<file path="src/rtl/rom_fetch_arbiter_pkg.sv">
// Shared types and constants for the ROM fetch arbiter.
// Requester IDs, FSM states and address-map constants.
package alpha68k_mem_pkg;

    typedef enum logic [1:0] {
        S_IDLE  = 2'd0,
        S_ISSUE = 2'd1,
        S_WAIT  = 2'd2,
        S_RESP  = 2'd3
    } state_e;

    typedef enum logic [1:0] {
        REQ_M68K = 2'd0,
        REQ_Z80  = 2'd1,
        REQ_GFX  = 2'd2
    } req_id_e;

    localparam logic [23:0] Z80_BASE_DEF     = 24'h080000;
    localparam int          STARVE_LIMIT_DEF = 8;
    localparam int          STARVE_W         = 8;

    localparam logic [23:0] ROM1_BASE   = 24'h000000;
    localparam logic [23:0] ROM2_BASE   = 24'h800000;
    localparam logic [23:0] ROM2_OFFSET = 24'h040000;

    function automatic logic [7:0] pick_byte(
        input logic [15:0] w,
        input logic        odd
    );
        return odd ? w[7:0] : w[15:8];
    endfunction

endpackage

</file>
<file path="src/rtl/rom_fetch_arbiter_if.sv">
// Requester and SDRAM-side signal bundle of the ROM fetch arbiter.
// The arbiter takes the slave view; the surrounding logic the master view.
interface rom_fetch_arbiter_if;
    logic        m68k_rom_cs;
    logic        m68k_rom_2_cs;
    logic [23:0] m68k_a;
    logic [15:0] m68k_dout;
    logic        m68k_ack;
    logic        z80_rom_cs;
    logic        z80_banked_cs;
    logic [15:0] z80_addr;
    logic        z80_bank_set_cs;
    logic [7:0]  z80_din;
    logic [7:0]  z80_dout;
    logic        z80_ack;
    logic        gfx_req;
    logic [21:0] gfx_addr;
    logic [15:0] gfx_dout;
    logic        gfx_ack;
    logic        sdram_req;
    logic [21:0] sdram_addr;
    logic [15:0] sdram_data;
    logic        sdram_valid;

    modport slave (
        input  m68k_rom_cs, m68k_rom_2_cs, m68k_a,
        input  z80_rom_cs, z80_banked_cs, z80_addr,
        input  z80_bank_set_cs, z80_din,
        input  gfx_req, gfx_addr,
        input  sdram_data, sdram_valid,
        output m68k_dout, m68k_ack,
        output z80_dout, z80_ack,
        output gfx_dout, gfx_ack,
        output sdram_req, sdram_addr
    );

    modport master (
        output m68k_rom_cs, m68k_rom_2_cs, m68k_a,
        output z80_rom_cs, z80_banked_cs, z80_addr,
        output z80_bank_set_cs, z80_din,
        output gfx_req, gfx_addr,
        output sdram_data, sdram_valid,
        input  m68k_dout, m68k_ack,
        input  z80_dout, z80_ack,
        input  gfx_dout, gfx_ack,
        input  sdram_req, sdram_addr
    );
endinterface

</file>
<file path="src/rtl/rom_req_tracker.sv">
// Per-requester served flag: one fetch per request level,
// re-armed only once the requester drops its request.
module rom_req_tracker (
    input  logic clk,
    input  logic reset,
    input  logic req_i,
    input  logic ack_i,
    output logic pending_o
);
    logic served_q;
    logic served_d;

    always_comb begin
        served_d = served_q;
        if (!req_i)
            served_d = 1'b0;
        else if (ack_i)
            served_d = 1'b1;
    end

    always_ff @(posedge clk or posedge reset) begin
        if (reset)
            served_q <= 1'b0;
        else
            served_q <= served_d;
    end

    assign pending_o = req_i & ~served_q;
endmodule

</file>
<file path="src/rtl/rom_fetch_arbiter.sv">
// Shares one SDRAM read channel among 68K, Z80 and graphics ROM fetches.
// Owns the Z80 sound bank register and the flat SDRAM address map.
module rom_fetch_arbiter
    import alpha68k_mem_pkg::*;
#(
    parameter logic [23:0] Z80_BASE     = Z80_BASE_DEF,
    parameter int          STARVE_LIMIT = STARVE_LIMIT_DEF
) (
    input  logic clk,
    input  logic reset,
    rom_fetch_arbiter_if.slave bus
);
    state_e  state_q, state_d;
    req_id_e cur_q, last_q, gnt_id;

    logic m68k_req, z80_req, cur_req;
    logic m68k_pend, z80_pend, gfx_pend;
    logic gnt_valid, force_gfx, idle_gnt;

    logic [STARVE_W-1:0] starve_q;
    logic [4:0]  bank_q;
    logic        bank_cs_q, byte_q, abort_q;
    logic [23:0] m68k_byte, z80_byte;
    logic [21:0] gnt_addr;
    logic        unused_bits;

    logic        sdram_req_q;
    logic [21:0] sdram_addr_q;
    logic        m68k_ack_q, z80_ack_q, gfx_ack_q;
    logic [15:0] m68k_dout_q, gfx_dout_q;
    logic [7:0]  z80_dout_q;

    assign m68k_req = bus.m68k_rom_cs | bus.m68k_rom_2_cs;
    assign z80_req  = bus.z80_rom_cs | bus.z80_banked_cs;

    rom_req_tracker u_trk_m68k (
        .clk(clk), .reset(reset), .req_i(m68k_req),
        .ack_i(m68k_ack_q), .pending_o(m68k_pend)
    );
    rom_req_tracker u_trk_z80 (
        .clk(clk), .reset(reset), .req_i(z80_req),
        .ack_i(z80_ack_q), .pending_o(z80_pend)
    );
    rom_req_tracker u_trk_gfx (
        .clk(clk), .reset(reset), .req_i(bus.gfx_req),
        .ack_i(gfx_ack_q), .pending_o(gfx_pend)
    );

    // A starved gfx port beats both CPUs; CPU ties alternate.
    always_comb begin
        gnt_valid = m68k_pend | z80_pend | gfx_pend;
        force_gfx = gfx_pend && (starve_q == STARVE_W'(STARVE_LIMIT));
        gnt_id    = REQ_GFX;
        if (force_gfx)
            gnt_id = REQ_GFX;
        else if (m68k_pend && z80_pend)
            gnt_id = (last_q == REQ_Z80) ? REQ_M68K : REQ_Z80;
        else if (m68k_pend)
            gnt_id = REQ_M68K;
        else if (z80_pend)
            gnt_id = REQ_Z80;
    end

    assign idle_gnt = (state_q == S_IDLE) && gnt_valid;

    always_comb begin
        m68k_byte = {6'd0, bus.m68k_a[17:0]}
                  + (bus.m68k_rom_2_cs ? ROM2_OFFSET : ROM1_BASE);
        z80_byte  = Z80_BASE + (bus.z80_banked_cs
                  ? {5'd0, bank_q, bus.z80_addr[13:0]}
                  : {9'd0, bus.z80_addr[14:0]});
        gnt_addr  = '0;
        unique case (gnt_id)
            REQ_M68K: gnt_addr = m68k_byte[22:1];
            REQ_Z80:  gnt_addr = z80_byte[22:1];
            REQ_GFX:  gnt_addr = bus.gfx_addr;
            default:  gnt_addr = '0;
        endcase
    end

    always_comb begin
        cur_req = 1'b0;
        unique case (cur_q)
            REQ_M68K: cur_req = m68k_req;
            REQ_Z80:  cur_req = z80_req;
            REQ_GFX:  cur_req = bus.gfx_req;
            default:  cur_req = 1'b0;
        endcase
    end

    assign unused_bits = ^{bus.m68k_a[23:18], bus.z80_addr[15],
                           bus.z80_din[7:5], m68k_byte[23], m68k_byte[0],
                           z80_byte[23], z80_byte[0], ROM2_BASE};

    always_comb begin
        state_d = state_q;
        unique case (state_q)
            S_IDLE:  if (gnt_valid) state_d = S_ISSUE;
            S_ISSUE: state_d = S_WAIT;
            S_WAIT:  if (bus.sdram_valid) state_d = S_RESP;
            S_RESP:  state_d = S_IDLE;
            default: state_d = S_IDLE;
        endcase
    end

    always_ff @(posedge clk or posedge reset) begin
        if (reset)
            state_q <= S_IDLE;
        else
            state_q <= state_d;
    end

    always_ff @(posedge clk or posedge reset) begin
        if (reset) begin
            cur_q        <= REQ_M68K;
            last_q       <= REQ_Z80;
            starve_q     <= '0;
            bank_q       <= '0;
            bank_cs_q    <= 1'b0;
            byte_q       <= 1'b0;
            abort_q      <= 1'b0;
            sdram_req_q  <= 1'b0;
            sdram_addr_q <= '0;
            m68k_ack_q   <= 1'b0;
            z80_ack_q    <= 1'b0;
            gfx_ack_q    <= 1'b0;
            m68k_dout_q  <= '0;
            z80_dout_q   <= '0;
            gfx_dout_q   <= '0;
        end else begin
            sdram_req_q <= 1'b0;
            m68k_ack_q  <= 1'b0;
            z80_ack_q   <= 1'b0;
            gfx_ack_q   <= 1'b0;
            bank_cs_q   <= bus.z80_bank_set_cs;
            if (bus.z80_bank_set_cs && !bank_cs_q)
                bank_q <= bus.z80_din[4:0];

            if (!bus.gfx_req)
                starve_q <= '0;
            else if (idle_gnt) begin
                if (gnt_id == REQ_GFX)
                    starve_q <= '0;
                else if (gfx_pend)
                    starve_q <= starve_q + 1'b1;
            end

            if (idle_gnt) begin
                cur_q        <= gnt_id;
                sdram_req_q  <= 1'b1;
                sdram_addr_q <= gnt_addr;
                byte_q       <= bus.z80_addr[0];
                abort_q      <= 1'b0;
                if (gnt_id != REQ_GFX)
                    last_q <= gnt_id;
            end else if (state_q != S_IDLE && !cur_req) begin
                abort_q <= 1'b1;
            end

            // A dropped request still drains its SDRAM cycle, silently.
            if (state_q == S_WAIT && bus.sdram_valid && !abort_q && cur_req) begin
                unique case (cur_q)
                    REQ_M68K: begin
                        m68k_dout_q <= bus.sdram_data;
                        m68k_ack_q  <= 1'b1;
                    end
                    REQ_Z80: begin
                        z80_dout_q <= pick_byte(bus.sdram_data, byte_q);
                        z80_ack_q  <= 1'b1;
                    end
                    REQ_GFX: begin
                        gfx_dout_q <= bus.sdram_data;
                        gfx_ack_q  <= 1'b1;
                    end
                    default: ;
                endcase
            end
        end
    end

    assign bus.sdram_req  = sdram_req_q;
    assign bus.sdram_addr = sdram_addr_q;
    assign bus.m68k_ack   = m68k_ack_q;
    assign bus.z80_ack    = z80_ack_q;
    assign bus.gfx_ack    = gfx_ack_q;
    assign bus.m68k_dout  = m68k_dout_q;
    assign bus.z80_dout   = z80_dout_q;
    assign bus.gfx_dout   = gfx_dout_q;
endmodule
</file>
<file path="src/flat_wrapper.sv">
// flat-port wrapper written by rule: the top's interface ports become plain ports
module rom_fetch_arbiter_flat import alpha68k_mem_pkg::*;
#(
    parameter logic [23:0] Z80_BASE     = Z80_BASE_DEF,
    parameter int          STARVE_LIMIT = STARVE_LIMIT_DEF
)
  (clk, reset, bus_m68k_rom_cs, bus_m68k_rom_2_cs, bus_m68k_a, bus_z80_rom_cs, bus_z80_banked_cs, bus_z80_addr, bus_z80_bank_set_cs, bus_z80_din, bus_gfx_req, bus_gfx_addr, bus_sdram_data, bus_sdram_valid, bus_m68k_dout, bus_m68k_ack, bus_z80_dout, bus_z80_ack, bus_gfx_dout, bus_gfx_ack, bus_sdram_req, bus_sdram_addr);
  rom_fetch_arbiter_if bus_i ();
  input  logic clk;
  input  logic reset;
  input wire logic [$bits(bus_i.m68k_rom_cs)-1:0] bus_m68k_rom_cs;
  input wire logic [$bits(bus_i.m68k_rom_2_cs)-1:0] bus_m68k_rom_2_cs;
  input wire logic [$bits(bus_i.m68k_a)-1:0] bus_m68k_a;
  input wire logic [$bits(bus_i.z80_rom_cs)-1:0] bus_z80_rom_cs;
  input wire logic [$bits(bus_i.z80_banked_cs)-1:0] bus_z80_banked_cs;
  input wire logic [$bits(bus_i.z80_addr)-1:0] bus_z80_addr;
  input wire logic [$bits(bus_i.z80_bank_set_cs)-1:0] bus_z80_bank_set_cs;
  input wire logic [$bits(bus_i.z80_din)-1:0] bus_z80_din;
  input wire logic [$bits(bus_i.gfx_req)-1:0] bus_gfx_req;
  input wire logic [$bits(bus_i.gfx_addr)-1:0] bus_gfx_addr;
  input wire logic [$bits(bus_i.sdram_data)-1:0] bus_sdram_data;
  input wire logic [$bits(bus_i.sdram_valid)-1:0] bus_sdram_valid;
  output wire logic [$bits(bus_i.m68k_dout)-1:0] bus_m68k_dout;
  output wire logic [$bits(bus_i.m68k_ack)-1:0] bus_m68k_ack;
  output wire logic [$bits(bus_i.z80_dout)-1:0] bus_z80_dout;
  output wire logic [$bits(bus_i.z80_ack)-1:0] bus_z80_ack;
  output wire logic [$bits(bus_i.gfx_dout)-1:0] bus_gfx_dout;
  output wire logic [$bits(bus_i.gfx_ack)-1:0] bus_gfx_ack;
  output wire logic [$bits(bus_i.sdram_req)-1:0] bus_sdram_req;
  output wire logic [$bits(bus_i.sdram_addr)-1:0] bus_sdram_addr;
  assign bus_i.m68k_rom_cs = bus_m68k_rom_cs;
  assign bus_i.m68k_rom_2_cs = bus_m68k_rom_2_cs;
  assign bus_i.m68k_a = bus_m68k_a;
  assign bus_i.z80_rom_cs = bus_z80_rom_cs;
  assign bus_i.z80_banked_cs = bus_z80_banked_cs;
  assign bus_i.z80_addr = bus_z80_addr;
  assign bus_i.z80_bank_set_cs = bus_z80_bank_set_cs;
  assign bus_i.z80_din = bus_z80_din;
  assign bus_i.gfx_req = bus_gfx_req;
  assign bus_i.gfx_addr = bus_gfx_addr;
  assign bus_i.sdram_data = bus_sdram_data;
  assign bus_i.sdram_valid = bus_sdram_valid;
  assign bus_m68k_dout = bus_i.m68k_dout;
  assign bus_m68k_ack = bus_i.m68k_ack;
  assign bus_z80_dout = bus_i.z80_dout;
  assign bus_z80_ack = bus_i.z80_ack;
  assign bus_gfx_dout = bus_i.gfx_dout;
  assign bus_gfx_ack = bus_i.gfx_ack;
  assign bus_sdram_req = bus_i.sdram_req;
  assign bus_sdram_addr = bus_i.sdram_addr;
  rom_fetch_arbiter #(.Z80_BASE(Z80_BASE), .STARVE_LIMIT(STARVE_LIMIT)) u_core (.clk(clk), .reset(reset), .bus(bus_i));
endmodule
</file>
<file path="config.mk">
export PLATFORM = sky130hd
export DESIGN_NAME = rom_fetch_arbiter_flat
export DESIGN_NICKNAME = d
export VERILOG_FILES = /design/src/rtl/rom_fetch_arbiter_pkg.sv /design/src/rtl/rom_fetch_arbiter_if.sv /design/src/rtl/rom_req_tracker.sv /design/src/rtl/rom_fetch_arbiter.sv /design/src/flat_wrapper.sv
export SDC_FILE = /design/constraint.sdc
export NUM_CORES = 1
export LEC_CHECK = 0
export ABC_AREA = 1
export BUFFER_PORTS_ARGS = -buffer_cell sky130_fd_sc_hd__buf_2
export CAP_MARGIN = 15
export CORE_ASPECT_RATIO = 0.6
export CORE_UTILIZATION = 50
export DETAILED_ROUTE_END_ITERATION = 10
export PLACE_DENSITY = 0.8
export RECOVER_POWER = 100
export SKIP_CTS_REPAIR_TIMING = 1
export SLEW_MARGIN = 25
export SYNTH_ARGS = -nofsm -noshare
export SYNTH_HDL_FRONTEND = slang
export SYNTH_SLANG_ARGS = --single-unit
</file>
<file path="constraint.sdc">
create_clock -name clk -period 7.4 [get_ports clk]
set_input_delay 0.37 -clock clk [delete_from_list [all_inputs] [get_ports clk]]
set_output_delay 0.37 -clock clk [all_outputs]
set_load 0.02 [all_outputs]
</file>
==> impl_results.md, run 1 <==
- Crit-path max cell delay: 2400 ps
- Number of inserted diodes: 0
- Most frequent cells in the layout: 150 x nand2_1, 90 x dfrtp_1, 82 x buf_2
- Layout cells sized above 1: 18.4%
- Placed Area: 5020 um2
- CP max-delay cell: clkbuf_1
- Worst-Skew Late Latency: 340 ps
- Gate Count Post-Synth: 503
- Worst hold path type: input pin to flop
- DR vias: 3942
- Final GP Congestion: 0.825
- Global Route Usage Sum: 25.8%
- Gr ovfl total: 0
- Worst slew pin tran: 3300 ps
- Area growth from synthesis to layout: 21.7%
- CTS clock-pin slew for the worst setup and hold paths: 60 ps
- Die extent in x: 121 um
- Detail Route Antenna Nets: 0
- Synth Area per Inst: 8.45 um2
- Largest net degree at the start of global routing: 65
- Seq cells post-synth: 91
- Die Footprint: 8890 um2
- Row count: 25
- Post-Layout Cell Count: 754
- Fmax achieved: 0.257 GHz
- Synth Flop Type: dfrtp_1
- TritonCTS clock tree: done
- Hpwl dp: 7930 um
- Ys Warns: 0
- Final net count: 740
- Final TNS setup: 0 ps
- Commonest non-fill, non-tap cell in the layout: nand2_1
- Root Driver: clkbuf_16
- Pwr/cell area: 395 nW/um2
- Startpoint types: input pin
- First-pass GRT wire length: 17400 um
- Sink Count: 91
- DRC viols: 0
- Failing checks: max-capacitance violations, max-slew violations
- RSZ-0062 raised after global routing: no
- # IOs: 161
- # placed instances: 738
- CP endpoint kind: asynchronous set/reset pin
- Layout Skew: 4.24 ps
- Vias in the first global route: 3603
- WP buf/inv: 3
- Async set-reset flop share out of synthesis: 100%
- Crit share post-route: 52.6%
- Bufs on Longest Clock Path: 2
- Starting Density: 52.7%
- Pleak: 2.69 nW
- Max IR drop VDD: 0.173 mV
- CP delay by family, top: buffers and inverters
- CP arrival: 3590 ps
- Syn Nets: 602
- Drt first pass iters: 5
- Starting DRT DRC Count: 316
- Total core area: 8070 um2
- Setup Viol. Count Final: 0
- CTS H-tree depth: 3
- Crit-path cells: buf_2 > clkinvlp_2 > clkbuf_1
- Post-Route WL: 11100 um
- Data required, critical path: 7100 ps
- Slew Limit Fails: 83
- Max-Cap Viols: 2
- Cell area after layout: 5180 um2
- Post-synth EDFFs: 0
- Synth Cell Area: 4250 um2
- Power, Total: 2.04 mW
- Post-synthesis sequential area ratio: 53.6%
- Die height: 73.4 um
- TritonCTS buffer count: 9
- Min cycle time layout: 3890 ps
- Run status: finished with violations
- Initial antenna violation count: 0
- Final hold viol count: 0
- Slew HR: -120%
- DR WL/cell: 14.7 um
- Crit Path Max Fanout: 64
- Netlist cell types: 35
- Vias per cell: 5.23
- Crit Path Category: input pin to asynchronous set/reset pin
- Port buffer count: 149
==> metal layers <==
metal  wire length (um)  global-route usage [%]  vias to the layer above  share of wire (%)
met2               5040                    41.5                      172                 46
met4                 89                    7.82                        0               0.80
met1               5000                    34.6                     1858                 45
met3                930                    6.83                       11                8.4
li1                   -                       -                     1901                  -
met5                  0                       0                        -                  0
==> state kept, by name, indices dropped and copies added (netlist names), 2 cells and up <==
name	count
u_core.cur_q	2
u_core.bank_q	5
u_core.state_q	2
u_core.bus.m68k_dout	16
u_core.starve_q	8
u_core.last_q	2
u_core.bus.sdram_addr	22
u_core.bus.z80_dout	8
u_core.bus.gfx_dout	16
==> cell type report <==
type	count	area [um2]
Timing Repair Buffer	150	666
Tap cell	108	135
Sequential cell	91	2280
Multi-Input combinational cell	332	1590
Inverter	57	215
Clock inverter	3	21.3
Fill cell	730	2890
Clock buffer	13	270
==> kinds of logic (layout without fill, tap and decap cells) <==
kind of cell    Yosys count  in the layout  share of synthesized area (%)
compound gates           73             73                           8.97
fa+ha+maj                 4              4                           1.18
xor+xnor                  1              1                          0.206
simple gates            249            249                           26.7
mux                       5              5                           1.32
flops                    91             91                           53.6
buf+inv                  80            223                           8.00
==> where the power goes <==
group	switching [mW]	internal (mW)	leakage [nW]	total, mW
sequential	0.112	0.687	1.15	0.798
combinational	0.575	0.236	1.40	0.812
clock	0.180	0.255	0.142	0.435
total	0.867	1.18	2.69	2.04
==> synth_stat cells, types with 2 or more instances <==
cell type,number,area share (%)
a21oi_1,8,0.94
buf_2,11,1.3
buf_4,3,0.53
buf_6,2,0.53
clkbuf_1,6,0.53
dfrtp_1,90,53
ha_1,4,1.2
inv_1,51,4.5
inv_2,6,0.53
mux2_2,5,1.3
nand2_1,146,13
nand2_2,7,1.0
nand2_4,3,0.79
nand3_1,45,5.3
nand3_2,2,0.47
nand4_1,21,3.1
nor2_1,14,1.2
nor2_2,2,0.29
nor3_1,2,0.24
o21a_1,2,0.35
o21ai_0,56,6.6
o21ai_1,2,0.24
or2_1,2,0.29
or2_2,2,0.29
==> metrics by stage <==
stage / hold WS (ps) / utilization (%) / worst slack (ps)
2_1_floorplan: 401 / - / 4670
3_3_place_gp: 394 / 62.2 / 5140
3_5_place_dp: 395 / 62.2 / 5030
4_1_cts: 37.9 / 65.8 / 5000
5_1_grt: 157 / 64.2 / 2590
6_report: 165 / 64.2 / 3510
==> path summary, 6_finish.rpt <==
| path | from | to | slack [ps] | cells after the start |
|---|---|---|---|---|
| max | reset | u_core.bus.z80_dout[7] | 3510 | 3 |
| max reg2reg | u_core.starve_q[0] | u_core.starve_q[4] | 3690 | 9 |
| max in group clk | u_core.starve_q[0] | u_core.starve_q[4] | 3690 | 9 |
| min reg2reg | u_core.u_trk_z80.served_q | u_core.u_trk_z80.served_q | 480 | 1 |
| min | bus_z80_bank_set_cs | u_core.bank_cs_q | 170 | 1 |
| min in group asynchronous | reset | u_core.bus.m68k_dout[11] | 260 | 2 |
(Power assumes the default switching activity.)
==> run 2, diff against run 1 <==
- CORE_UTILIZATION: 50 -> 49
- PLACE_DENSITY: 0.8 -> 0.79
- clock period: 7.4 -> 3.7 ns (I/O delays scaled with it)
==> run 2 against run 1 <==
Against the previous run:
- the run still ends with max-capacitance violations, max-slew violations left
- global-route usage grew 1.1 points
- design area grew 0.60%
- wire length grew 4.8%
- clock power grew 100%
- flip-flop and latch count is the same
- non-clock buffer count grew 3
- critical path type is now flop to flop
- highest routed layer is now met5
==> impl_results.md, run 2 (synthesis results as in run 1) <==
- Bufs on Longest Clock Path: 2
- Max IR drop VDD: 0.321 mV
- Fmax achieved: 0.354 GHz
- Commonest non-fill, non-tap cell in the layout: nand2_1
- First-pass GRT wire length: 18300 um
- Vias per cell: 5.31
- DRC viols: 0
- M1 WL: 5090 um
- Register-to-register setup slack: 870 ps
- Root Driver: clkbuf_16
- # IOs: 161
- Pleak: 2.70 nW
- Crit-path cells: inv_1 > ha_1 > nand2_1 > nor2_1 > nand3_2 > nand2_1 > nor2_4 > nand4_1 > o21ai_0
- Data required, critical path: 3880 ps
- Power, Total: 4.12 mW
- Largest net degree at the start of global routing: 42
- Die extent in x: 122 um
- CP endpoint kind: flop
- Die Footprint: 9070 um2
- Worst-Skew Late Latency: 350 ps
- Final hold viol count: 0
- Met2 WL post-DR: 5310 um
- Final TNS setup: 0 ps
- Most frequent cells in the layout: 150 x nand2_1, 90 x dfrtp_1, 82 x buf_2
- Worst setup margin: 875 ps
- Drt first pass iters: 5
- CTS clock-pin slew for the worst setup and hold paths: 60 ps
- DR vias: 4023
- Final net count: 743
- Starting DRT DRC Count: 282
- Failing checks: max-capacitance violations, max-slew violations
- Layout Skew: 10.0 ps
- Initial antenna violation count: 1
- Area growth from synthesis to layout: 22.5%
- Number of inserted diodes: 0
- CP arrival: 3000 ps
- Startpoint types: flop
- Crit-path max cell delay: 950 ps
- Vias in the first global route: 3797
- Max reg flops: 22
- Routed wl met3: 1030 um
- Row count: 25
- Max-Cap Viols: 1
- DR WL/cell: 15.3 um
- Worst hold path type: input pin to flop
- Layout cells sized above 1: 19.0%
- Min cycle time layout: 2830 ps
- Crit path top cell by count: nand2_1
- Slew HR: -3.33%
- TritonCTS clock tree: done
- CTS H-tree depth: 3
- CP max-delay cell: nand2_1
- Post-Route WL: 11600 um
- Gr ovfl total: 0
- Slew Limit Fails: 18
- Total core area: 8130 um2
- RSZ-0062 raised after global routing: no
- Setup Viol. Count Final: 0
- Port buffer count: 149
- Global Route Usage Sum: 26.9%
- Hpwl dp: 8450 um
- Pwr/cell area: 790 nW/um2
- Die height: 74.2 um
- Worst slew pin tran: 1540 ps
- TritonCTS buffer count: 9
- Crit Path Max Fanout: 34
- Final GP Congestion: 0.835
- Crit share post-route: 76.4%
- Run status: finished with violations
- Detail Route Antenna Nets: 0
- Core Util, Final: 64.0%
- Crit Path Category: flop to flop
- Pre-CTS setup slack: 1340 ps
- Starting Density: 52.3%
- Top Layer Used: met5
- Sink Count: 91
## run 2: changes by cell type in the layout (fill, tap and decap cells not counted), sizes merged
cell	previous run	this run
clkinvlp	2	3
dlygate4sd3	0	2
clkbuf	81	79
inv	56	58
## run 2: worst paths after layout
check                                               from                        to  cells after the start
worst max-delay path                  u_core.starve_q[0]        u_core.starve_q[6]                      9
worst min-delay path                     bus_z80_addr[0]             u_core.byte_q                      3
worst max register to register        u_core.starve_q[0]        u_core.starve_q[6]                      9
worst min register to register  u_core.bus.sdram_addr[1]  u_core.bus.sdram_addr[1]                      2
max in group asynchronous                          reset  u_core.bus.sdram_addr[9]                      4
min in group asynchronous                          reset   u_core.bus.gfx_dout[11]                      3
## run 2: critical path, delay by kind of cell, from the launching register on
family,cells,cell delay (ps)
AOI/OAI and AO/OA,1,110
adders and majority gates,1,160
buffers and inverters,1,120
DFF,1,380
and+or+nand+nor,6,1880
## run 2: where the power goes
part / internal, mW / switching (mW) / leakage (nW)
clock: 0.478 / 0.397 / 0.135
sequential: 1.37 / 0.229 / 1.15
combinational: 0.476 / 1.16 / 1.41
## run 2: layout make-up
cell class / instances / area (um2)
clock buffers: 10 / 239
clock inverters: 6 / 46.3
fillers: 716 / 2920
inverters: 57 / 215
multi-input cells: 332 / 1600
flip-flops and latches: 91 / 2280
well taps: 108 / 135
repair buffers: 153 / 691
## run 2: per-layer routing
layer | track usage [%] | vias to the layer above
met2 | 42.8 | 176
met1 | 35.9 | 1915
met3 | 8.44 | 14
met5 | 0 | -
li1 | - | 1916
met4 | 7.59 | 2
## run 2: through the flow
stage | cells | area, um2 | hold WS [ps]
2_1_floorplan | 503 | 4250 | 216
3_3_place_gp | 739 | 5020 | 202
5_1_grt | 757 | 5210 | 60.1
4_1_cts | 755 | 5310 | -165
3_5_place_dp | 739 | 5020 | 206
6_report | 757 | 5210 | 46.5
==> run 3, diff against run 2 <==
- ABC_AREA: 1 -> 0
- CORE_UTILIZATION: 49 -> 44
- PLACE_DENSITY: 0.79 -> 0.75
- clock period: 3.7 -> 2.3 ns (I/O delays scaled with it)
==> run 3 against run 2 <==
Against the previous run:
- the flow now finishes without violations
- cell count decreased by 17%
- clock skew fell by 2.0 ps
- die area up 5.7%
- utilization shrank 3.5 points
==> impl_results.md, run 3 <==
- Async set-reset flop share out of synthesis: 100%
- Row count: 26
- Multi-input combinational cell area: 1680 um2
- Routing usage on met1: 31.9%
- Top cell type's share of synthesized area: 55.7%
- Root Driver: clkbuf_16
- # fillers: 740
- Sink Count: 91
- Gate Count Post-Synth: 347
- TritonCTS clock tree: done
- Synth Cell Area: 4040 um2
- Die height: 76.2 um
- Initial antenna violation count: 0
- Netlist cell types: 46
- Crit-path max cell delay: 470 ps
- Gr ovfl total: 0
- Final TNS setup: 0 ps
- Max-Cap Viols: 0
- Global Route Usage Sum: 22.1%
- First-pass GRT wire length: 16600 um
- Detail Route Antenna Nets: 0
- Port buffer count: 149
- CP max-delay cell: or4b_4
- DR vias: 3322
- Post-Route WL: 10300 um
- Die extent in x: 126 um
- Number of inserted diodes: 0
- Largest net degree at the start of global routing: 47
- Switch share: 40.0%
- Starting Density: 46.3%
- CTS H-tree depth: 3
- Die Footprint: 9580 um2
- Count leader, synth: dfrtp_1
- Fmax achieved: 0.463 GHz
- Worst hold path type: input pin to flop
- Synth top cells by count: 90 x dfrtp_1, 38 x mux2_2, 29 x a22oi_1
- Max reg flops: 22
- Sequential fraction of design power: 37.9%
- Starting DRT DRC Count: 247
- Layout Skew: 8.01 ps
- Pwr/cell area: 1290 nW/um2
- Data required, critical path: 2510 ps
- Bufs on Longest Clock Path: 2
- Hold slack: 12.0 ps
- Startpoint types: flop
- Post-synth EDFFs: 0
- DRC viols: 0
- Sw Pwr: 2.73 mW
- CP endpoint kind: flop
- Layout cells sized above 1: 32.2%
- TritonCTS buffer count: 9
- Placed Area: 5020 um2
- Most frequent cells in the layout: 90 x dfrtp_1, 84 x buf_2, 69 x clkbuf_1
- Max IR drop VDD: 0.528 mV
- Hpwl dp: 7450 um
- DR WL/cell: 16.5 um
- Crit share post-route: 93.9%
- Worst-Skew Late Latency: 340 ps
- Vias in the first global route: 3255
- Synth area leaders: dfrtp_1 56%, mux2_2 11%, a22oi_1 5.4%
- Crit-path cells: inv_1 > ha_1 > or4b_4 > nor4_4 > buf_4 > buf_4 > nor3_2 > buf_12 > a22oi_1 > o21ai_0
- Total core area: 8720 um2
- Crit Path Category: flop to flop
- Logic pwr share: 40.3%
- Min cycle time layout: 2160 ps
- Grt met3 use: 5.83%
- Pleak: 2.39 nW
- Grt peak-use layer: met2
- Seq cells post-synth: 91
- Syn Nets: 446
- Run status: complete, no violations
- Area growth from synthesis to layout: 30.6%
- CTS clock-pin slew for the worst setup and hold paths: 60 ps
- Register Area: 2280 um2
- # IOs: 161
- Synth Area per Inst: 11.6 um2
- P_int: 4.10 mW
- Setup Viol. Count Final: 0
- Post-synthesis sequential area ratio: 56.4%
- Met2 usage: 33.0%
- Largest area contributor in the netlist: dfrtp_1
- Slew HR: 30.6%
- Synth Flop Type: dfrtp_1
- Slew Limit Fails: 0
- Crit path top cell by count: buf_4
- Worst slew pin tran: 1040 ps
- Crit Path Max Fanout: 22
- Clk pwr share: 21.8%
- Drt first pass iters: 5
- Cell area after layout: 5280 um2
- Commonest non-fill, non-tap cell in the layout: dfrtp_1
- Vias per cell: 5.32
- Ys Warns: 0
- CP arrival: 2370 ps
- RSZ-0062 raised after global routing: yes
- Final net count: 607
- Final hold viol count: 0
- Final GP Congestion: 0.840
-- run 3: changes by cell type after synthesis, sizes merged, moves of 4 or more --
cell    previous run  this run
nand3             47         7
a22oi              1        29
buf               17         9
inv               57         9
nor4               0         4
nand2b             0         7
a21oi              8        18
mux2               5        38
mux2i              0         8
o21ai             59        29
nand4             21         6
nand2            156        23
-- run 3: power groups by stage --
stage | clock network [mW] | registers, mW | logic (mW)
after global placement | 0 | 2.56 | 2.81
after detailed placement | 0 | 2.60 | 2.88
after CTS | 1.52 | 2.57 | 2.89
final | 1.49 | 2.59 | 2.75
after floorplan | 0 | 3.12 | 1.31
after global routing | 1.59 | 2.67 | 3.01
-- run 3: kinds of logic (layout without fill, tap and decap cells) --
logic type               Yosys count  after routing  share of synthesized area [%]
AND/OR/NAND/NOR                   88             88                           11.8
flip-flops                        91             91                           56.4
adder cells (fa/ha/maj)            4              4                           1.24
multiplexers                      46             46                           12.6
AO/OA/AOI/OAI                     90             90                           14.7
buffers and inverters             28            194                           3.28
-- run 3: layer usage --
metal  part of all wire [%]  vias to the layer above
met5                      0                        -
met4                   0.53                        0
met3                    5.0                        5
met2                     46                       92
met1                     48                     1634
li1                       -                     1591
-- run 3: worst max-delay path, delay by kind of cell, from the launching register on --
family                     cells  cell delay [ps]
DFF                            1              400
AOI/OAI and AO/OA              2              230
adders and majority gates      1              140
and+or+nand+nor                3              690
buffers and inverters          4              570
-- run 3: per-stage QoR --
stage | power, mW | util, % | setup WS [ps] | instances
floorplan | 4.43 | - | 196 | 347
global placement | 5.37 | 57.5 | 154 | 603
detailed placement | 5.48 | 57.5 | 66.5 | 603
CTS | 6.98 | 61.0 | 56.1 | 619
global route | 7.28 | 60.5 | -4.82 | 625
finish | 6.83 | 60.5 | 140 | 625
-- run 3: cell type report --
| type | instances | share of cell area [%] |
|---|---|---|
| Multi-Input combinational cell | 228 | 31.8 |
| Sequential cell | 91 | 43.2 |
| Inverter | 10 | 0.735 |
| Timing Repair Buffer | 168 | 15.8 |
| Clock buffer | 11 | 4.60 |
| Tap cell | 112 | 2.66 |
| Clock inverter | 5 | 1.16 |
-- run 3: path summary, 6_finish.rpt --
kind	from	to	slack [ps]	cells after the start
max	u_core.starve_q[0]	u_core.bus.sdram_addr[8]	140	10
min	bus_m68k_a[2]	u_core.bus.sdram_addr[1]	10	3
max reg2reg	u_core.starve_q[0]	u_core.bus.sdram_addr[8]	140	10
max in group asynchronous	reset	u_core.bus.sdram_addr[21]	580	4
min reg2reg	u_core.bus.sdram_addr[18]	u_core.bus.sdram_addr[18]	490	2
min in group asynchronous	reset	u_core.bus.m68k_dout[3]	520	3
